$ cat src/rtl/fc_pkg.sv
// Shared definitions for the fringe rate counter: crossing FSM encoding and FC_mode values.
package fc_pkg;

  typedef enum logic [1:0] {
    FC_IDLE = 2'b00,
    FC_LOW  = 2'b01,
    FC_HIGH = 2'b10
  } fc_state_e;

  localparam logic FC_MODE_FALL = 1'b0;
  localparam logic FC_MODE_BOTH = 1'b1;

endpackage

$ cat src/rtl/fc_crossing_detector.sv
// Hysteresis threshold FSM; emits same-cycle rise/fall strobes on accepted samples.
module fc_crossing_detector
  import fc_pkg::*;
#(
  parameter int DATA_WIDTH = 32
) (
  input  logic                  clk_i,
  input  logic                  rst_i,
  input  logic                  clr_i,
  input  logic                  vld_i,
  input  logic [DATA_WIDTH-1:0] sample_i,
  input  logic [DATA_WIDTH-1:0] upper_i,
  input  logic [DATA_WIDTH-1:0] lower_i,
  output logic                  rise_o,
  output logic                  fall_o
);

  fc_state_e state_q, state_d;
  logic      above, below;

  assign above = $signed(sample_i) > $signed(upper_i);
  assign below = $signed(sample_i) < $signed(lower_i);

  always_comb begin
    state_d = state_q;
    rise_o  = 1'b0;
    fall_o  = 1'b0;
    if (vld_i) begin
      case (state_q)
        FC_IDLE: begin
          if (below)      state_d = FC_LOW;
          else if (above) state_d = FC_HIGH;
        end
        FC_LOW: begin
          if (above) begin
            state_d = FC_HIGH;
            rise_o  = 1'b1;
          end
        end
        FC_HIGH: begin
          if (below) begin
            state_d = FC_LOW;
            fall_o  = 1'b1;
          end
        end
        default: state_d = FC_IDLE;
      endcase
    end
  end

  always_ff @(posedge clk_i) begin
    if (rst_i || clr_i) state_q <= FC_IDLE;
    else                state_q <= state_d;
  end

endmodule

$ cat src/rtl/fringe_rate_counter.sv
// Fringe position counter with gated event-rate output. Optional macro FC_HOLDOFF_EN
// suppresses events that follow a counted event too closely.
module fringe_rate_counter
  import fc_pkg::*;
#(
  parameter int DATA_WIDTH     = 32,
  parameter int COUNT_WIDTH    = 32,
  parameter int GATE_WIDTH     = 32,
  parameter int HOLDOFF_CYCLES = 4
) (
  input  logic                   SYS_aclk,
  input  logic                   SYS_reset,
  input  logic                   FC_sign,
  input  logic                   FC_mode,
  input  logic                   FC_clear,
  input  logic [DATA_WIDTH-1:0]  FC_upper_threshold,
  input  logic [DATA_WIDTH-1:0]  FC_lower_threshold,
  input  logic [GATE_WIDTH-1:0]  FC_gate_period,
  input  logic                   S_AXIS_tvalid,
  input  logic [DATA_WIDTH-1:0]  S_AXIS_tdata,
  output logic                   S_AXIS_tready,
  output logic                   M_AXIS_tvalid,
  output logic [COUNT_WIDTH-1:0] M_AXIS_tdata,
  output logic                   M_AXIS_RATE_tvalid,
  output logic [GATE_WIDTH-1:0]  M_AXIS_RATE_tdata,
  input  logic                   M_AXIS_RATE_tready,
  output logic                   FC_rate_overrun
);

  localparam logic [GATE_WIDTH-1:0]  G_ONE = GATE_WIDTH'(1);
  localparam logic [COUNT_WIDTH-1:0] C_ONE = COUNT_WIDTH'(1);

  function automatic logic [GATE_WIDTH-1:0] sat_inc(input logic [GATE_WIDTH-1:0] v,
                                                    input logic inc);
    if (inc && (v != '1)) return v + G_ONE;
    return v;
  endfunction

  logic rise, fall, ev_raw, ev;

  fc_crossing_detector #(.DATA_WIDTH(DATA_WIDTH)) u_det (
    .clk_i    (SYS_aclk),
    .rst_i    (SYS_reset),
    .clr_i    (FC_clear),
    .vld_i    (S_AXIS_tvalid),
    .sample_i (S_AXIS_tdata),
    .upper_i  (FC_upper_threshold),
    .lower_i  (FC_lower_threshold),
    .rise_o   (rise),
    .fall_o   (fall)
  );

  assign ev_raw = fall | (rise & (FC_mode == FC_MODE_BOTH));

`ifdef FC_HOLDOFF_EN
  localparam int HW = $clog2(HOLDOFF_CYCLES + 2);
  logic [HW-1:0] hold_q, hold_d;

  assign ev = ev_raw && (hold_q == '0);

  // Holdoff counts down on accepted samples only, so idle cycles do not shorten it.
  always_comb begin
    hold_d = hold_q;
    if (ev)                                  hold_d = HW'(HOLDOFF_CYCLES);
    else if (S_AXIS_tvalid && hold_q != '0)  hold_d = hold_q - HW'(1);
  end

  always_ff @(posedge SYS_aclk) begin
    if (SYS_reset || FC_clear) hold_q <= '0;
    else                       hold_q <= hold_d;
  end
`else
  logic unused_holdoff;
  assign unused_holdoff = (HOLDOFF_CYCLES != 0);
  assign ev = ev_raw;
`endif

  logic [COUNT_WIDTH-1:0] pos_q, pos_d;
  logic [GATE_WIDTH-1:0]  period_q, period_d, gate_q, gate_d, evt_q, evt_d, rate_q, rate_d;
  logic                   rate_vld_q, rate_vld_d, ovr_q, ovr_d, win_end;

  assign win_end = (period_q != '0) && (gate_q == period_q - G_ONE);

  always_comb begin
    pos_d      = pos_q;
    period_d   = period_q;
    gate_d     = gate_q;
    evt_d      = evt_q;
    rate_d     = rate_q;
    ovr_d      = ovr_q;
    rate_vld_d = rate_vld_q & ~M_AXIS_RATE_tready;
    if (ev) pos_d = FC_sign ? pos_q + C_ONE : pos_q - C_ONE;
    // A zero period idles the gate and keeps re-sampling the period input.
    if (period_q == '0) begin
      gate_d   = '0;
      evt_d    = '0;
      period_d = FC_gate_period;
    end else if (win_end) begin
      gate_d     = '0;
      evt_d      = '0;
      period_d   = FC_gate_period;
      rate_d     = sat_inc(evt_q, ev);
      rate_vld_d = 1'b1;
      if (rate_vld_q && !M_AXIS_RATE_tready) ovr_d = 1'b1;
    end else begin
      gate_d = gate_q + G_ONE;
      evt_d  = sat_inc(evt_q, ev);
    end
  end

  always_ff @(posedge SYS_aclk) begin
    if (SYS_reset) begin
      pos_q      <= '0;
      period_q   <= FC_gate_period;
      gate_q     <= '0;
      evt_q      <= '0;
      rate_q     <= '0;
      rate_vld_q <= 1'b0;
      ovr_q      <= 1'b0;
    end else if (FC_clear) begin
      pos_q      <= '0;
      period_q   <= FC_gate_period;
      gate_q     <= '0;
      evt_q      <= '0;
      rate_vld_q <= 1'b0;
      ovr_q      <= 1'b0;
    end else begin
      pos_q      <= pos_d;
      period_q   <= period_d;
      gate_q     <= gate_d;
      evt_q      <= evt_d;
      rate_q     <= rate_d;
      rate_vld_q <= rate_vld_d;
      ovr_q      <= ovr_d;
    end
  end

  assign S_AXIS_tready      = 1'b1;
  assign M_AXIS_tvalid      = 1'b1;
  assign M_AXIS_tdata       = pos_q;
  assign M_AXIS_RATE_tvalid = rate_vld_q;
  assign M_AXIS_RATE_tdata  = rate_q;
  assign FC_rate_overrun    = ovr_q;

endmodule

$ cat config.mk
export PLATFORM = sky130hd
export DESIGN_NAME = fringe_rate_counter
export DESIGN_NICKNAME = d
export VERILOG_FILES = /design/src/rtl/fc_pkg.sv /design/src/rtl/fc_crossing_detector.sv /design/src/rtl/fringe_rate_counter.sv
export SDC_FILE = /design/constraint.sdc
export NUM_CORES = 1
export LEC_CHECK = 0
export CORE_MARGIN = 2
export CORE_UTILIZATION = 40
export DETAILED_ROUTE_END_ITERATION = 7
export HOLD_SLACK_MARGIN = 0.12
export PLACE_DENSITY = 0.67
export SYNTH_ARGS = -nofsm -noshare
export SYNTH_HDL_FRONTEND = slang
export SYNTH_SLANG_ARGS = --single-unit
$ cat constraint.sdc
create_clock -name SYS_aclk -period 4.5 [get_ports SYS_aclk]
set_input_delay 0.45 -clock SYS_aclk [delete_from_list [all_inputs] [get_ports SYS_aclk]]
set_output_delay 0.45 -clock SYS_aclk [all_outputs]
set_load 0.01 [all_outputs]
# After elaboration in Yosys (flattened, before gate mapping)
# Index checks and enable logic that the tools add are counted.
[op_classes] magnitude_cmp=2 muxes=24 n_eq_ne=5 bitwise=6 n_addsub=5 reduce_logical=14
[op_table] operator="2-to-1 mux 32 bit" n=7
[op_table] operator="adder 32 x 1 -> 32 bit (second input constant)" n=3
[op_table] operator="subtractor 32 x 1 -> 32 bit (second input constant)" n=2
[op_table] operator="equality test 32 bit" n=1
[op_table] operator="> comparator 32 bit" n=1
[op_table] operator="zero test 32 bit" n=1
[op_table] operator="less-than comparator 32 bit" n=1
[op_table] operator="inequality test 32 bit (second input constant)" n=1
[op_table] operator="nonzero test 32 bit" n=1
[op_table] operator="2-to-1 mux 1 bit" n=13
[op_table] operator="2-to-1 mux 2 bit" n=3
[op_table] operator="one-hot mux 2 bit (3 select lines)" n=1
[op_table] operator="AND reduction 3 bit" n=2
[op_table] operator="nonzero test 4 bit" n=1
[op_table] operator="OR reduction 4 bit" n=1
[op_table] operator="logical AND 1 bit" n=3
[op_table] operator="inverter 1 bit" n=3
[op_table] operator="AND 1 bit" n=2
[op_table] operator="equality test 2 x 1 -> 1 bit (second input constant)" n=1
[op_table] operator="equality test 2 bit (second input constant)" n=1
[op_table] operator="zero test 2 bit" n=1
[op_table] operator="inequality test 2 x 1 -> 1 bit (second input constant)" n=1
[op_table] operator="AND reduction 2 bit" n=1
[op_table] operator="OR reduction 2 bit" n=1
[op_table] operator="3 further kinds" n=3
[totals] out_inout_bits=68 wordCells=64 ff_bits=164 input_bits=135

# Logic depth before layout (Yosys ltp)
# Gate-level depths: netlist of run 1.
[logic_depth] word_depth=11 ltp_mapped=15 depth_no_buf=12

# By module
# A second synthesis of run 1 with hierarchy kept.
[unflattened] hier_cells=1226 hier_area_um2=10690.3
[by_module_without_submodules] module="fringe_rate_counter" cells_each=978 n_inst=1 seq_area_each_um2=3563.4 area_each_um2=8892.3
[by_module_without_submodules] module="fc_crossing_detector" cells_each=248 n_inst=1 seq_area_each_um2=40.0 area_each_um2=1798.0

# Least setup slack after synthesis of run 1
# No wires, ideal clock.
[synth_timing] path_kind="reg-to-reg" start="register period_q[0]" end="register period_q[0] (enable)" required_time_ns=4.091 n_path_buf=3 stages_incl_launch_ff=14 arrival_time_ns=3.802 setup_slack_ns=0.289 cell_sequence="edfxtp_1 inv_1 ha_1 or4b_1 buf_2 or4_1 buf_2 xnor2_1 nand2b_1 mux2i_1 nand4_1 nor4_2 or3_1 clkbuf_1"
[synth_between] elab_chain_len=4 word_cells_on_any_way=6
[synth_lines] item="start: declaration" line="fringe_rate_counter.sv:79" rtl="logic [GATE_WIDTH-1:0] period_q, period_d, gate_q, gate_d, evt_q, evt_d, rate_q, rate_d;"
[synth_lines] item="start signal: assignment" line="fringe_rate_counter.sv:114" rtl="period_q <= FC_gate_period;"
[synth_lines] item="start signal: assignment" line="fringe_rate_counter.sv:122" rtl="period_q <= FC_gate_period;"
[synth_lines] item="start signal: assignment" line="fringe_rate_counter.sv:129" rtl="period_q <= period_d;"
[synth_lines] item="subtractor 32 x 1 -> 32 bit" line="fringe_rate_counter.sv:82" rtl="assign win_end = (period_q != '0) && (gate_q == period_q - G_ONE);"
[synth_lines] item="equality test 32 bit" line="fringe_rate_counter.sv:82"
[synth_lines] item="logical AND 1 bit" line="fringe_rate_counter.sv:82"
[synth_lines] item="nonzero test 4 bit (no source line) (*)"
# Every way passes the cells marked *; elsewhere a longest branch is shown, timed or not.
# A chain may end at the register's enable or synchronous reset.

# Worst setup path after layout of run 1
[layout_timing] start="register period_q[5]" end="register evt_q[18]"
[layout_between] elab_chain_len=4 word_cells_on_any_way=6
[layout_lines] item="subtractor 32 x 1 -> 32 bit" line="fringe_rate_counter.sv:82"
[layout_lines] item="equality test 32 bit" line="fringe_rate_counter.sv:82"
[layout_lines] item="logical AND 1 bit" line="fringe_rate_counter.sv:82"
[layout_lines] item="OR reduction 4 bit (no source line) (*)"
[layout_lines] item="end signal: assignment" line="fringe_rate_counter.sv:131" rtl="evt_q <= evt_d;"
[layout_lines] item="end: declaration" line="fringe_rate_counter.sv:79"
# Marks and branches as above.

==> flow_summary.ini, run 1 <==
[cells_and_area]
diodes = 0
synthToLayoutAreaGrowth_pct = 29.2
finalNonFillerCells = 1741
fillers = 2413
final_net_count = 1630
drive_gt1_frac = 0.0397

[synth]
synth_compound_area_frac = 0.141
synthXorXnorAreaFrac = 0.116
yosysUniqueCellTypes = 64
synth-warning-count = 0
yosysSeqAreaShare = 0.354
synth_edf_count = 32
synthMuxAreaShare = 0.0109
syn-instance-count = 1201
syn_area_um2 = 10200
synth_flop_cell = dfxtp_1
yosys.area_share.simple = 0.208
yosys.area_share.adder = 0.120
async_flop_share = 0
ys_seq_elements = 164
synth_top_family_by_area = simple AND/OR/NAND/NOR gates
syn_area_per_cell_um2 = 8.49

[placement]
io_buffers = 200
dp.cells = 1709
dp_slack_ps = 440
place_hpwl_um = 19500
gp_congestion = 0.835

[setup_path]
crit_required_ps = 4800
worstSetupPathType = reg -> reg
cp.arrival_ps = 4220
critPathMaxFanout = 25
cp_cell_sequence = or4_1 -> nand4bb_1 -> nor3_1 -> nand2_1 -> nor3_1 -> o2111ai_1 -> nor4_2 -> or3_4 -> buf_4 -> nor2_1
worst_path_max_delay_cell = or4_1
critPathMaxStageDelay_ps = 680
startpoint = period_q[5]
crit_top_cell = nor3_1
reg2reg_from = period_q[5]
endpoint_kind = register
startpoint_type = register

[pwr]
power_density_nw_per_um2 = 268
p_leak_nw = 5.20
vdd_drop_max_uv = 184

[grt]
grt_overflow = 0
track_usage = 0.192
antenna_found_initial = 0
grt_max_degree = 55
grt_pass1_wl_um = 41800
grt_pass1_vias = 8744

[drt]
drt_iter0_drc = 405
drcViolationCount = 0
ant_nets = 0
via_per_inst = 5.16
wire_per_inst_um = 14.5
num_vias = 8984
dr.pass1.iters = 5
wl_um = 25300

[sta]
grt_setup_unrepaired = false
drv_slew = 0
finalSetupViolations = 0
tightest_slew_ps = 806
setup_tns_ps = 0
hold_viol = 0
final.setup.worst_slack_ps = 576
fin_worst_skew_ps = 11.1
fin_crit_sh = 0.872
period_minus_slack_ps = 3920
max_slew_margin = 0.449
fmax_mhz = 255

[min_path]
hold_class = reg -> reg
min_from = M_AXIS_RATE_tdata[13]

[clock_network]
post_cts_buffers = 0
ctsResizeCount = 0
clockBufferDepth = 2
h-tree-depth = 4
clock_latency_ps = 430
cts_hold_buf = 0
clock-sinks = 164
cts_made_buffers = 17
cts_tree = built
path_clk_slew_ps = 60
clock-root-buffer = clkbuf_16

[floorplanning]
die_h_um = 164
start_util = 0.406
die_x_um = 164
rows = 58
io_pins = 203
die-area_um2 = 26800
core_um2 = 25100

[status]
status = completed

[job]
maxCapViolations = 0
metal layers:
metal	vias to the layer above	global-route usage	part of all wire	routed length [µm]
li1	4610	-	-	-
met1	4167	0.250	0.47	11800
met2	178	0.317	0.47	11800
met3	29	0.0424	0.047	1190
met4	0	0.0606	0.019	474
met5	-	0	0	0
path summary, 6_finish.rpt:
path | end | slack, ps | cells past startpoint
setup / recovery | evt_q[18] | 580 | 10
setup reg to reg | evt_q[18] | 580 | 10
hold reg to reg | M_AXIS_RATE_tdata[13] | 440 | 2
hold / removal | M_AXIS_RATE_tdata[13] | 440 | 2
placed cells by master, fill, tap and decap left out, types with 4 or more instances in the layout:
cell type	count
a211oi_1	14
a21o_1	22
a21oi_1	79
a221oi_1	4
a31oi_1	5
and2_1	10
and3_1	19
and4_1	11
buf_4	10
clkbuf_16	19
clkdlybuf4s50_1	200
dfxtp_1	132
edfxtp_1	32
ha_1	96
inv_1	89
mux2i_1	10
nand2_1	84
nand2b_1	9
nand3_1	36
nand3b_1	4
nand4_1	34
nand4b_1	4
nor2_1	151
nor2b_1	6
nor3_1	30
nor4_1	7
o211ai_1	9
o21a_1	6
o21ai_0	35
o21ai_1	31
o21bai_1	4
or2_2	4
or3_1	7
or4_1	6
xnor2_1	56
xor2_1	79
cell usage after synthesis (all sizes together), types with 2 or more instances:
cell type | n | area [µm²]
a21oi | 81 | 405
a221oi | 4 | 35.0
nand3 | 36 | 180
and3 | 19 | 119
nand4 | 34 | 213
buf | 19 | 116
nand2 | 84 | 315
o22ai | 2 | 12.5
o31a | 2 | 17.5
ha | 96 | 1200
and4 | 11 | 96.3
xor2 | 79 | 692
dfxtp | 132 | 2640
nand4b | 4 | 35.0
o32ai | 2 | 17.5
o21ai | 66 | 330
nor3b | 2 | 15.0
a31oi | 5 | 31.3
a211oi | 14 | 105
mux2i | 10 | 100
and2 | 10 | 62.6
inv | 89 | 334
o31ai | 3 | 22.5
xnor2 | 56 | 490
o211ai | 9 | 67.6
a21o | 22 | 165
nor2 | 151 | 567
or3 | 8 | 50.1
nor4 | 9 | 68.8
or2 | 5 | 33.8
nand3b | 4 | 30.0
nand2b | 9 | 56.3
o21bai | 4 | 30.0
o21a | 6 | 45.0
nor2b | 6 | 37.5
a2111oi | 4 | 41.3
a211o | 3 | 26.3
nor3 | 32 | 170
edfxtp | 32 | 961
clkbuf | 16 | 60.1
or4 | 6 | 45.0
cell type report:
type                       count  area, µm²  area share
timing repair buffer         212       2120       0.161
clock buffer                  22        487      0.0370
inverter                      89        334      0.0254
clock inverter                10        118     0.00893
tap                          330        413      0.0314
sequential                   164       3600       0.274
multi-input combinational    914       6090       0.463
stage by stage:
step                      hold WS (ps)  cell area (µm²)   util  power, W
after floorplan                    451            10200      -   0.00186
after global placement             435            12600  0.500   0.00205
after detailed placement           442            12600  0.500   0.00206
after CTS                          450            13200  0.524   0.00356
after global routing               461            13200  0.524   0.00369
final                              444            13200  0.524   0.00352
registers in the layout, summed over array words and instances, names as in the netlist:
| signal | flops |
|---|---|
| FC_rate_overrun | 1 |
| M_AXIS_RATE_tdata | 32 |
| M_AXIS_RATE_tvalid | 1 |
| M_AXIS_tdata | 32 |
| evt_q | 32 |
| gate_q | 32 |
| period_q | 32 |
| u_det.state_q | 2 |
worst max-delay path, delay by kind of cell, from the launching register on:
kind            cells  cell delay [ps]
simple gates        8             2790
buf+inv             1              350
compound gates      1              170
flops               1              470
report_power, final:
part	switching [W]	internal, W	total (W)	leakage (nW)
logic	0.000222	0.000244	0.000465	3.53
registers	0.0000350	0.00153	0.00157	1.39
clock network	0.000606	0.000886	0.00149	0.285
cells by family (layout without fill, tap and decap cells):
family,count (synthesis),after routing
mux,11,11
buf+inv,124,333
flops,164,164
simple gates,433,433
fa+ha+maj,97,97
xor+xnor,135,135
other cells,1,2
compound gates,236,236
Power figures use the tool's default switching activity.
==> run 2: changes to the inputs <==
CORE_MARGIN = 10   (was 2)
==> run 2 against run 1 <==
Via count decreased by 0.40%. Register-to-register slack worse by 140 ps. Cell count about the same. Core utilization decreased by 0.070 points. Hold slack gained 0.95 ps. Maximum frequency shrank 3.5%. Global-route usage down 3.1 points. Sequential share of layout area is essentially flat. Worst setup slack got worse by 140 ps. Clock power down 6%. Combinational power about the same. Critical path type unchanged. Critical endpoint is now period_q[0]. Highest routed layer is now met5.
==> flow_summary.ini, run 2 (same netlist as run 1, synthesis figures left out) <==
[sta]
finalSetupViolations = 0
fin_crit_sh = 0.904
fin_worst_skew_ps = 14.9
fmax_mhz = 246
max_slew_margin = 0.484
period_minus_slack_ps = 4070
tightest_slew_ps = 774
fin_hold_ws_ps = 445
hold_viol = 0
setup_tns_ps = 0
drv_slew = 0
grt_setup_unrepaired = false

[drt]
dr.pass1.iters = 7
drcViolationCount = 0
drt_iter0_drc = 482
wire_per_inst_um = 15.3
wl_um = 26600
ant_nets = 0
num_vias = 8948
via_per_inst = 5.14

[placement]
place_hpwl_um = 20800
dp.cells = 1708
dpl_cell_area_um2 = 12600
io_buffers = 200
gp_congestion = 0.879

[clock_network]
cts_tree = built
clockBufferDepth = 2
clock-sinks = 164
cts_hold_buf = 0
ctsResizeCount = 0
post_cts_buffers = 0
clock_latency_ps = 430
cts_made_buffers = 17
path_clk_slew_ps = 60
h-tree-depth = 4
clock-root-buffer = clkbuf_16

[floorplanning]
die-area_um2 = 32300
rows = 58
die_h_um = 180
start_util = 0.406
die_x_um = 180
core_um2 = 25100
io_pins = 203

[grt]
grt_pass1_wl_um = 44200
antenna_found_initial = 1
track_usage = 0.162
grt_pass1_vias = 8937
grt_max_degree = 47
grt_overflow = 0

[cells_and_area]
diodes = 0
final_net_count = 1629
final_cell_mix = clkdlybuf4s50_1 (200), nor2_1 (151), dfxtp_1 (132), ha_1 (96), inv_1 (89)
finalInstanceArea_um2 = 13100
layout_commonest_cell = clkdlybuf4s50_1
synthToLayoutAreaGrowth_pct = 29.0
drive_gt1_frac = 0.0404
finalNonFillerCells = 1740

[setup_path]
startpoint_type = register
worstSetupPathType = reg -> reg
critPathMaxStageDelay_ps = 500
crit_required_ps = 4620
endpoint_kind = register
critPathMaxFanout = 25
cp_cell_sequence = inv_1 -> ha_1 -> or4b_1 -> buf_4 -> nor4_2 -> nand2_1 -> mux2_2 -> a211oi_1 -> o22ai_1 -> nor4_2 -> or3_4 -> buf_12
crit_top_cell = nor4_2
worst_path_max_delay_cell = or4b_1
cp.arrival_ps = 4190

[status]
status = completed

[min_path]
hold_class = reg -> reg

[pwr]
vdd_drop_max_uv = 169
power_density_nw_per_um2 = 262
p_leak_nw = 5.20
totalPowerFinal_w = 0.00344

[job]
maxCapViolations = 0
run 2: cell types whose count changed in the layout (fill, tap and decap cells not counted), moves of 2 or more:
cell / delta
buf_12: +2
clkinvlp_4: -3
buf_4: -3
clkinv_4: +6
clkbuf_16: -2
run 2: where the power goes:
part           internal [W]  leakage [nW]  switching, W
Clock              0.000787         0.280      0.000616
Sequential          0.00153          1.39     0.0000351
Combinational      0.000246          3.53      0.000222
run 2: layout make-up:
type,instances,area [µm²]
inverter,89,334
fill,2376,12000
clock buffer,20,447
multi-input combinational,914,6090
tap,330,413
sequential,164,3600
clock inverter,12,123
timing repair buffer,211,2130
run 2: final timing paths:
| path | from | end | slack (ps) | depth (start not counted) |
|---|---|---|---|---|
| min reg2reg | M_AXIS_RATE_tdata[11] | M_AXIS_RATE_tdata[11] | 450 | 2 |
| min | M_AXIS_RATE_tdata[11] | M_AXIS_RATE_tdata[11] | 450 | 2 |
| max | period_q[0] | period_q[0] | 430 | 12 |
| max reg2reg | period_q[0] | period_q[0] | 430 | 12 |
run 2: critical path, delay by kind of cell, from the launching register on:
| kind | cells | cell delay (ps) |
|---|---|---|
| compound gates | 2 | 520 |
| mux | 1 | 270 |
| buf+inv | 3 | 520 |
| simple gates | 5 | 1800 |
| fa+ha+maj | 1 | 230 |
| flops | 1 | 430 |
run 2: through the flow:
step	utilization	setup WS, ps
after floorplan	-	289
after global placement	0.501	220
after detailed placement	0.501	101
after CTS	0.524	463
after global routing	0.524	172
final	0.524	431
run 2: layer usage:
metal,routed length (µm),track usage,vias up
met5,13,0,-
met4,318,0.0384,2
met3,1500,0.0410,27
met2,12600,0.275,173
met1,12200,0.200,4137
li1,-,-,4609
